--- src/rtl/vend_pkg.sv ---
// Shared definitions for the vending_machine payment interface.
// Both the machine and the card responder import this, as do their benches.
package vend_pkg;

  // Width of the COST price bus, in dollars.
  localparam int COST_W = 3;

  // COST value meaning "no sale pending".
  localparam logic [COST_W-1:0] COST_NONE = 3'd0;

  // Card responder states.
  typedef enum logic [2:0] {
    ST_NO_CARD  = 3'd0,
    ST_IDLE     = 3'd1,
    ST_AUTH     = 3'd2,
    ST_APPROVED = 3'd3,
    ST_DECLINE  = 3'd4,
    ST_WAIT_CLR = 3'd5
  } state_e;

endpackage

--- src/rtl/auth_timer.sv ---
// Loadable down-counter that times the authorization latency.
// Clear has priority over load, and load has priority over count.
// The counter stops at zero.
module auth_timer #(
  parameter int W = 4
) (
  input  logic         clk_i,
  input  logic         rst_ni,
  input  logic         clr_i,
  input  logic         load_i,
  input  logic [W-1:0] load_val_i,
  input  logic         en_i,
  output logic         zero_o
);

  logic [W-1:0] count_q;
  logic [W-1:0] count_d;

  // Next count: clear, load, decrement, or hold.
  always_comb begin
    count_d = count_q;
    if (clr_i) begin
      count_d = {W{1'b0}};
    end else if (load_i) begin
      count_d = load_val_i;
    end else if (en_i && (count_q != {W{1'b0}})) begin
      count_d = count_q - {{(W-1){1'b0}}, 1'b1};
    end else begin
      count_d = count_q;
    end
  end

  // Counter register.
  always_ff @(posedge clk_i or negedge rst_ni) begin
    if (!rst_ni) begin
      count_q <= {W{1'b0}};
    end else begin
      count_q <= count_d;
    end
  end

  assign zero_o = (count_q == {W{1'b0}});

endmodule

--- src/rtl/card_payment_responder.sv ---
// Card/bank side of the vending machine payment interface.
// It reports card presence, prices the pending selection against the stored
// balance after a fixed latency, and debits the balance only on VEND.
// All outputs are taken straight from registers.
module card_payment_responder
  import vend_pkg::*;
#(
  parameter int BAL_W    = 8,
  parameter int AUTH_LAT = 3,
  parameter int MAX_BAL  = 200
) (
  input  logic              CLK,
  input  logic              RESET_N,
  input  logic              CARD_INSERT,
  input  logic              CARD_REMOVE,
  input  logic              BAL_LOAD,
  input  logic [BAL_W-1:0]  BAL_LOAD_VAL,
  input  logic [COST_W-1:0] COST,
  input  logic              VEND,
  input  logic              FAILED_TRAN,
  output logic              CARD_IN,
  output logic              VALID_TRAN,
  output logic              DECLINED,
  output logic [BAL_W-1:0]  BALANCE,
  output logic [7:0]        TXN_COUNT
);

  localparam int               SUM_W     = BAL_W + 1;
  localparam logic [SUM_W-1:0] MAX_BAL_S = SUM_W'(MAX_BAL);
  localparam logic [3:0]       TMR_INIT  = 4'(AUTH_LAT - 1);

  state_e            state_q, state_d;
  logic [COST_W-1:0] cost_q, cost_d;
  logic [BAL_W-1:0]  bal_q, bal_d;
  logic [7:0]        txn_q, txn_d;
  logic              card_in_q, card_in_d;
  logic              valid_q, valid_d;
  logic              declined_q, declined_d;

  logic              tmr_load;
  logic              tmr_clr;
  logic              tmr_en;
  logic              tmr_zero;
  logic [SUM_W-1:0]  topup_sum;

  auth_timer #(.W(4)) u_auth_timer (
    .clk_i      (CLK),
    .rst_ni     (RESET_N),
    .clr_i      (tmr_clr),
    .load_i     (tmr_load),
    .load_val_i (TMR_INIT),
    .en_i       (tmr_en),
    .zero_o     (tmr_zero)
  );

  // Next-state, balance and counter logic, plus the next values of the registered outputs.
  always_comb begin
    state_d   = state_q;
    cost_d    = cost_q;
    bal_d     = bal_q;
    txn_d     = txn_q;
    tmr_load  = 1'b0;
    tmr_clr   = 1'b0;
    tmr_en    = 1'b0;
    topup_sum = {1'b0, bal_q} + {1'b0, BAL_LOAD_VAL};

    case (state_q)
      ST_NO_CARD: begin
        if (CARD_INSERT) begin
          state_d = ST_IDLE;
        end else begin
          state_d = ST_NO_CARD;
        end
      end
      ST_IDLE: begin
        if (COST != COST_NONE) begin
          cost_d   = COST;
          tmr_load = 1'b1;
          state_d  = ST_AUTH;
        end else begin
          state_d = ST_IDLE;
        end
      end
      ST_AUTH: begin
        // The price was latched on entry, so COST is not looked at here.
        if (tmr_zero) begin
          if (bal_q >= BAL_W'(cost_q)) begin
            state_d = ST_APPROVED;
          end else begin
            state_d = ST_DECLINE;
          end
        end else begin
          tmr_en = 1'b1;
        end
      end
      ST_APPROVED: begin
        // VEND wins over FAILED_TRAN. Approval already checked the balance, so the debit cannot underflow.
        if (VEND) begin
          bal_d   = bal_q - BAL_W'(cost_q);
          txn_d   = (txn_q == 8'd255) ? 8'd255 : (txn_q + 8'd1);
          state_d = ST_WAIT_CLR;
        end else if (FAILED_TRAN) begin
          state_d = ST_WAIT_CLR;
        end else begin
          state_d = ST_APPROVED;
        end
      end
      ST_DECLINE: begin
        state_d = ST_WAIT_CLR;
      end
      ST_WAIT_CLR: begin
        // Wait until the machine withdraws the sale, so the same sale is not authorized again.
        if ((COST == COST_NONE) && !VEND) begin
          state_d = ST_IDLE;
        end else begin
          state_d = ST_WAIT_CLR;
        end
      end
      default: begin
        state_d = ST_NO_CARD;
      end
    endcase

    // A top-up is accepted only when no sale is in progress, so it never races a debit.
    if (BAL_LOAD && ((state_q == ST_NO_CARD) || (state_q == ST_IDLE))) begin
      if (topup_sum > MAX_BAL_S) begin
        bal_d = MAX_BAL_S[BAL_W-1:0];
      end else begin
        bal_d = topup_sum[BAL_W-1:0];
      end
    end else begin
      bal_d = bal_d;
    end

    // Pulling the card aborts everything. A debit computed above in the same cycle is kept.
    if (CARD_REMOVE && (state_q != ST_NO_CARD)) begin
      state_d  = ST_NO_CARD;
      tmr_load = 1'b0;
      tmr_clr  = 1'b1;
    end else begin
      tmr_clr = 1'b0;
    end

    card_in_d  = (state_d != ST_NO_CARD);
    valid_d    = (state_d == ST_APPROVED);
    declined_d = (state_d == ST_DECLINE);
  end

  // State, datapath and output registers.
  always_ff @(posedge CLK or negedge RESET_N) begin
    if (!RESET_N) begin
      state_q    <= ST_NO_CARD;
      cost_q     <= COST_NONE;
      bal_q      <= {BAL_W{1'b0}};
      txn_q      <= 8'd0;
      card_in_q  <= 1'b0;
      valid_q    <= 1'b0;
      declined_q <= 1'b0;
    end else begin
      state_q    <= state_d;
      cost_q     <= cost_d;
      bal_q      <= bal_d;
      txn_q      <= txn_d;
      card_in_q  <= card_in_d;
      valid_q    <= valid_d;
      declined_q <= declined_d;
    end
  end

  assign CARD_IN    = card_in_q;
  assign VALID_TRAN = valid_q;
  assign DECLINED   = declined_q;
  assign BALANCE    = bal_q;
  assign TXN_COUNT  = txn_q;

endmodule

--- config.mk ---
export PLATFORM = sky130hd
export DESIGN_NAME = card_payment_responder
export DESIGN_NICKNAME = d
export VERILOG_FILES = /design/src/rtl/vend_pkg.sv /design/src/rtl/auth_timer.sv /design/src/rtl/card_payment_responder.sv
export SDC_FILE = /design/constraint.sdc
export NUM_CORES = 1
export LEC_CHECK = 0
export CAP_MARGIN = 20
export CORE_ASPECT_RATIO = 0.75
export CORE_MARGIN = 5
export CORE_UTILIZATION = 50
export DETAILED_ROUTE_END_ITERATION = 6
export PLACE_DENSITY_LB_ADDON = 0.15
export RECOVER_POWER = 100
export SLEW_MARGIN = 5
export SYNTH_ARGS = -nofsm -noshare
export SYNTH_HDL_FRONTEND = slang
export SYNTH_SLANG_ARGS = --single-unit
export TNS_END_PERCENT = 100
--- constraint.sdc ---
create_clock -name CLK -period 5.6 [get_ports CLK]
set_input_delay 1.12 -clock CLK [delete_from_list [all_inputs] [get_ports CLK]]
set_output_delay 1.12 -clock CLK [all_outputs]
set_load 0.02 [all_outputs]
==> qor.yml <==
status:
  run_status: "finished with violations"
  failed_checks: "max-capacitance violations, max-slew violations"
cts:
  holdBufCountCts: 0
  tritoncts_clock_tree: "built"
  cts_htree_levels: 2
  cts_buffers: 5
  cts_setup_buffers: 0
  cts.root.buffer_cell: "clkbuf_8"
  cts.repair.resized: 0
  clk_path_buf_depth: 2
  clock_slew_at_reported_path_ffs_ns: 0.06
  sinks_on_the_clock_net: 29
  clock_latency_ns: 0.27
place:
  dpl.cell_count: 334
  gp_congestion: 0.868
  detailed_place_hpwl_um: 4130
  placement.setup.worst_slack_ns: 1.93
  placedInstanceArea_um2: 2630
  numPortBuffers: 36
grt:
  met3_usage_pct: 4.93
  grtUsageMet2_pct: 26.6
  grt-ovfl-total: 0
  grt_max_degree: 30
  grt_pass1_vias: 1942
  grt.met1_usage_pct: 30.6
  grt_usage_pct: 19.4
  global_route_wire_length_before_repair_um: 9170
  antenna_found_initial: 0
  busiest_layer: "met1"
sta:
  rsz0062_at_grt: "false"
  min_hold_slack_ns: 0.510
  hold_viol_final: 0
  max_slew.worst_pin.slew_ns: 1.57
  total_count_of_max_transition_violations_in_the_final_report: 30
  slew_headroom_pct: -4.49
  totalNegativeSetupSlack_ns: 0
  worst_case_clock_skew_ns: 0.00467
  max_freq_mhz: 265
  setup_viol: 0
  fin_crit_ns: 3.77
  min_period_over_period_pct: 67.4
  final_critical_path_setup_slack_ns: 1.83
synthesis:
  netlist_area_um2: 2270
  synth_sequential_area_ratio_pct: 32.0
  yosys_warnings: 0
  synth_cell_type_count: 63
  synth_nets: 284
  synthCells: 251
  synth-seq-cells: 29
  most_used_flip_flop_cell_after_synthesis: "dfrtp_1"
  synth_edf_count: 0
  synth.avg_cell_area_um2: 9.05
  synthArstFlopShare_pct: 100
setup_path:
  worst_path_most_repeated_cell: "a21o_1"
  timing.rr.start: "BALANCE[0]"
  cp-startpoint: "BAL_LOAD_VAL[0]"
  worst_setup_path_endpoint: "BALANCE[1]"
  critical-path-slowest-cell: "a2111oi_0"
  crit-reg2reg-capture: "BALANCE[1]"
  timing.critical_path.fanout_max: 7
  critPathRequiredTime_ns: 5.81
  timing.critical_path.cells: "dlygate4sd3_1 > ha_1 > fa_1 > a21o_1 > a221o_1 > a2111oi_0 > a31o_1 > a21o_1"
  setup.reg_to_reg.worst_slack_ns: 2.80
  timing.critical_path.to_type: "flip-flop"
  timing_worst_setup_path_type: "in -> reg"
  reg2regPathDepth: 7
  critical-path-max-stage-delay_ns: 0.63
  startpoint_type: "input pin"
  worst-endpoint-arrival_ns: 3.98
die:
  io-pin-count: 37
  placement_rows: 21
  die_area_um2: 6000
  standard_cell_core_area_um2: 4440
  initial_core_util_pct: 51.1
  die_h_um: 68.4
  die_w_um: 87.8
route:
  vias_per_cell: 6.03
  detailroute.via_count: 2055
  routedWlPerCell_um: 15.9
  drt_wl_total_um: 5440
  final_antenna_net_count: 0
  length_of_the_first_detailed_routing_pass_in_iterations: 5
  drt_drc_violations_left: 0
  first_iter_violations: 166
cells_and_area:
  layoutNonFillerInstCount: 341
  layout-area-overhead-vs-synth_pct: 18.8
  final_cell_mix: "dfrtp_1, dlygate4sd3_1, inv_1, nor2_1"
  layout-drive-gt1-share_pct: 7.75
  final_core_util_pct: 60.7
  finish.net_count: 317
  final_design_instance_area_without_fill_um2: 2700
  final_common_cell: "dfrtp_1"
  antenna_cells: 0
power:
  report.power.total_mw: 1.47
  static-leakage-power_nw: 1.19
  p_per_area_nw_per_um2: 546
  max-vdd-ir-drop_mv: 0.284
hold_path:
  hold_class: "reg -> reg"
run:
  cap_viol_max_count: 1
## kinds of logic after synthesis
family | after synthesis | synth area share [%]
AND/OR/NAND/NOR | 86 | 20.7
AO/OA/AOI/OAI | 85 | 28.5
flip-flops | 29 | 32.0
buffers and inverters | 28 | 6.61
adder cells (fa/ha/maj) | 15 | 8.93
XOR/XNOR | 6 | 2.31
multiplexers | 2 | 0.937
## flip-flops by register name, summed over array words and instances (netlist names)
| register | count |
|---|---|
| BALANCE | 8 |
| TXN_COUNT | 8 |
| u_auth_timer.count_q | 4 |
| cost_q | 3 |
| state_q | 3 |
| CARD_IN | 1 |
| DECLINED | 1 |
| VALID_TRAN | 1 |
## critical path: cells and delay by family
kind	cells	cell delay (ns)
buffers and inverters	1	0.55
AOI/OAI and AO/OA	5	1.60
adders and majority gates	2	0.71
## final cells by class
class | instances | area [um2]
Fill cell | 397 | 1740
Multi-Input combinational cell | 194 | 1380
Sequential cell | 29 | 726
Timing Repair Buffer | 38 | 372
Clock buffer | 7 | 86.3
Tap cell | 57 | 71.3
Inverter | 16 | 60.1
## per-layer routing
layer  up-vias  part of all wire (%)
li1       1018                     -
met1       965                    53
met2        70                    39
met3         2                   7.1
met4         0                  0.18
met5         -                     0
## how the worst min path moves through the flow
stage	start	end	slack, ns	depth (start not counted)
2_1_floorplan	cost_q[2]	cost_q[2]	0.47	1
3_3_place_gp	cost_q[2]	cost_q[2]	0.49	1
3_5_place_dp	cost_q[2]	cost_q[2]	0.49	1
4_1_cts	cost_q[2]	cost_q[2]	0.51	1
5_1_grt	cost_q[0]	cost_q[0]	0.53	1
6_report	cost_q[2]	cost_q[2]	0.51	1
## cells in the mapped netlist (2+ instances only)
master     instances  area, um2
a2111oi_2          3       45.0
a211oi_1           8       60.1
a21bo_2            2       20.0
a21o_1             9       67.6
a21oi_1           13       65.1
a22o_1             2       17.5
a311oi_1           2       17.5
a31o_1             2       17.5
a31o_2             5       43.8
a31oi_1            3       18.8
and3_1             7       43.8
buf_2              3       15.0
buf_4              3       22.5
buf_6              4       45.0
clkbuf_1           2       7.51
dfrtp_1           29        726
fa_1               2       40.0
ha_1              13        163
inv_1             16       60.1
nand2_1           11       41.3
nand2b_1           4       25.0
nand3_1            9       45.0
nand4_1            3       18.8
nand4b_1           2       17.5
nor2_1            16       60.1
nor2b_1            5       31.3
nor3_1            11       55.1
nor3b_1            6       45.0
nor4_1             2       12.5
o21a_1             2       15.0
o21ai_0           11       55.1
o31ai_1            4       30.0
or2_2              2       12.5
or3_1              2       12.5
xnor2_1            4       35.0
xor2_1             2       17.5
## power breakdown
| part | internal (mW) | switching, mW | total (mW) |
|---|---|---|---|
| clock | 0.0973 | 0.0748 | 0.172 |
| combinational | 0.400 | 0.501 | 0.901 |
| sequential | 0.290 | 0.110 | 0.400 |
(Power assumes the default switching activity.)
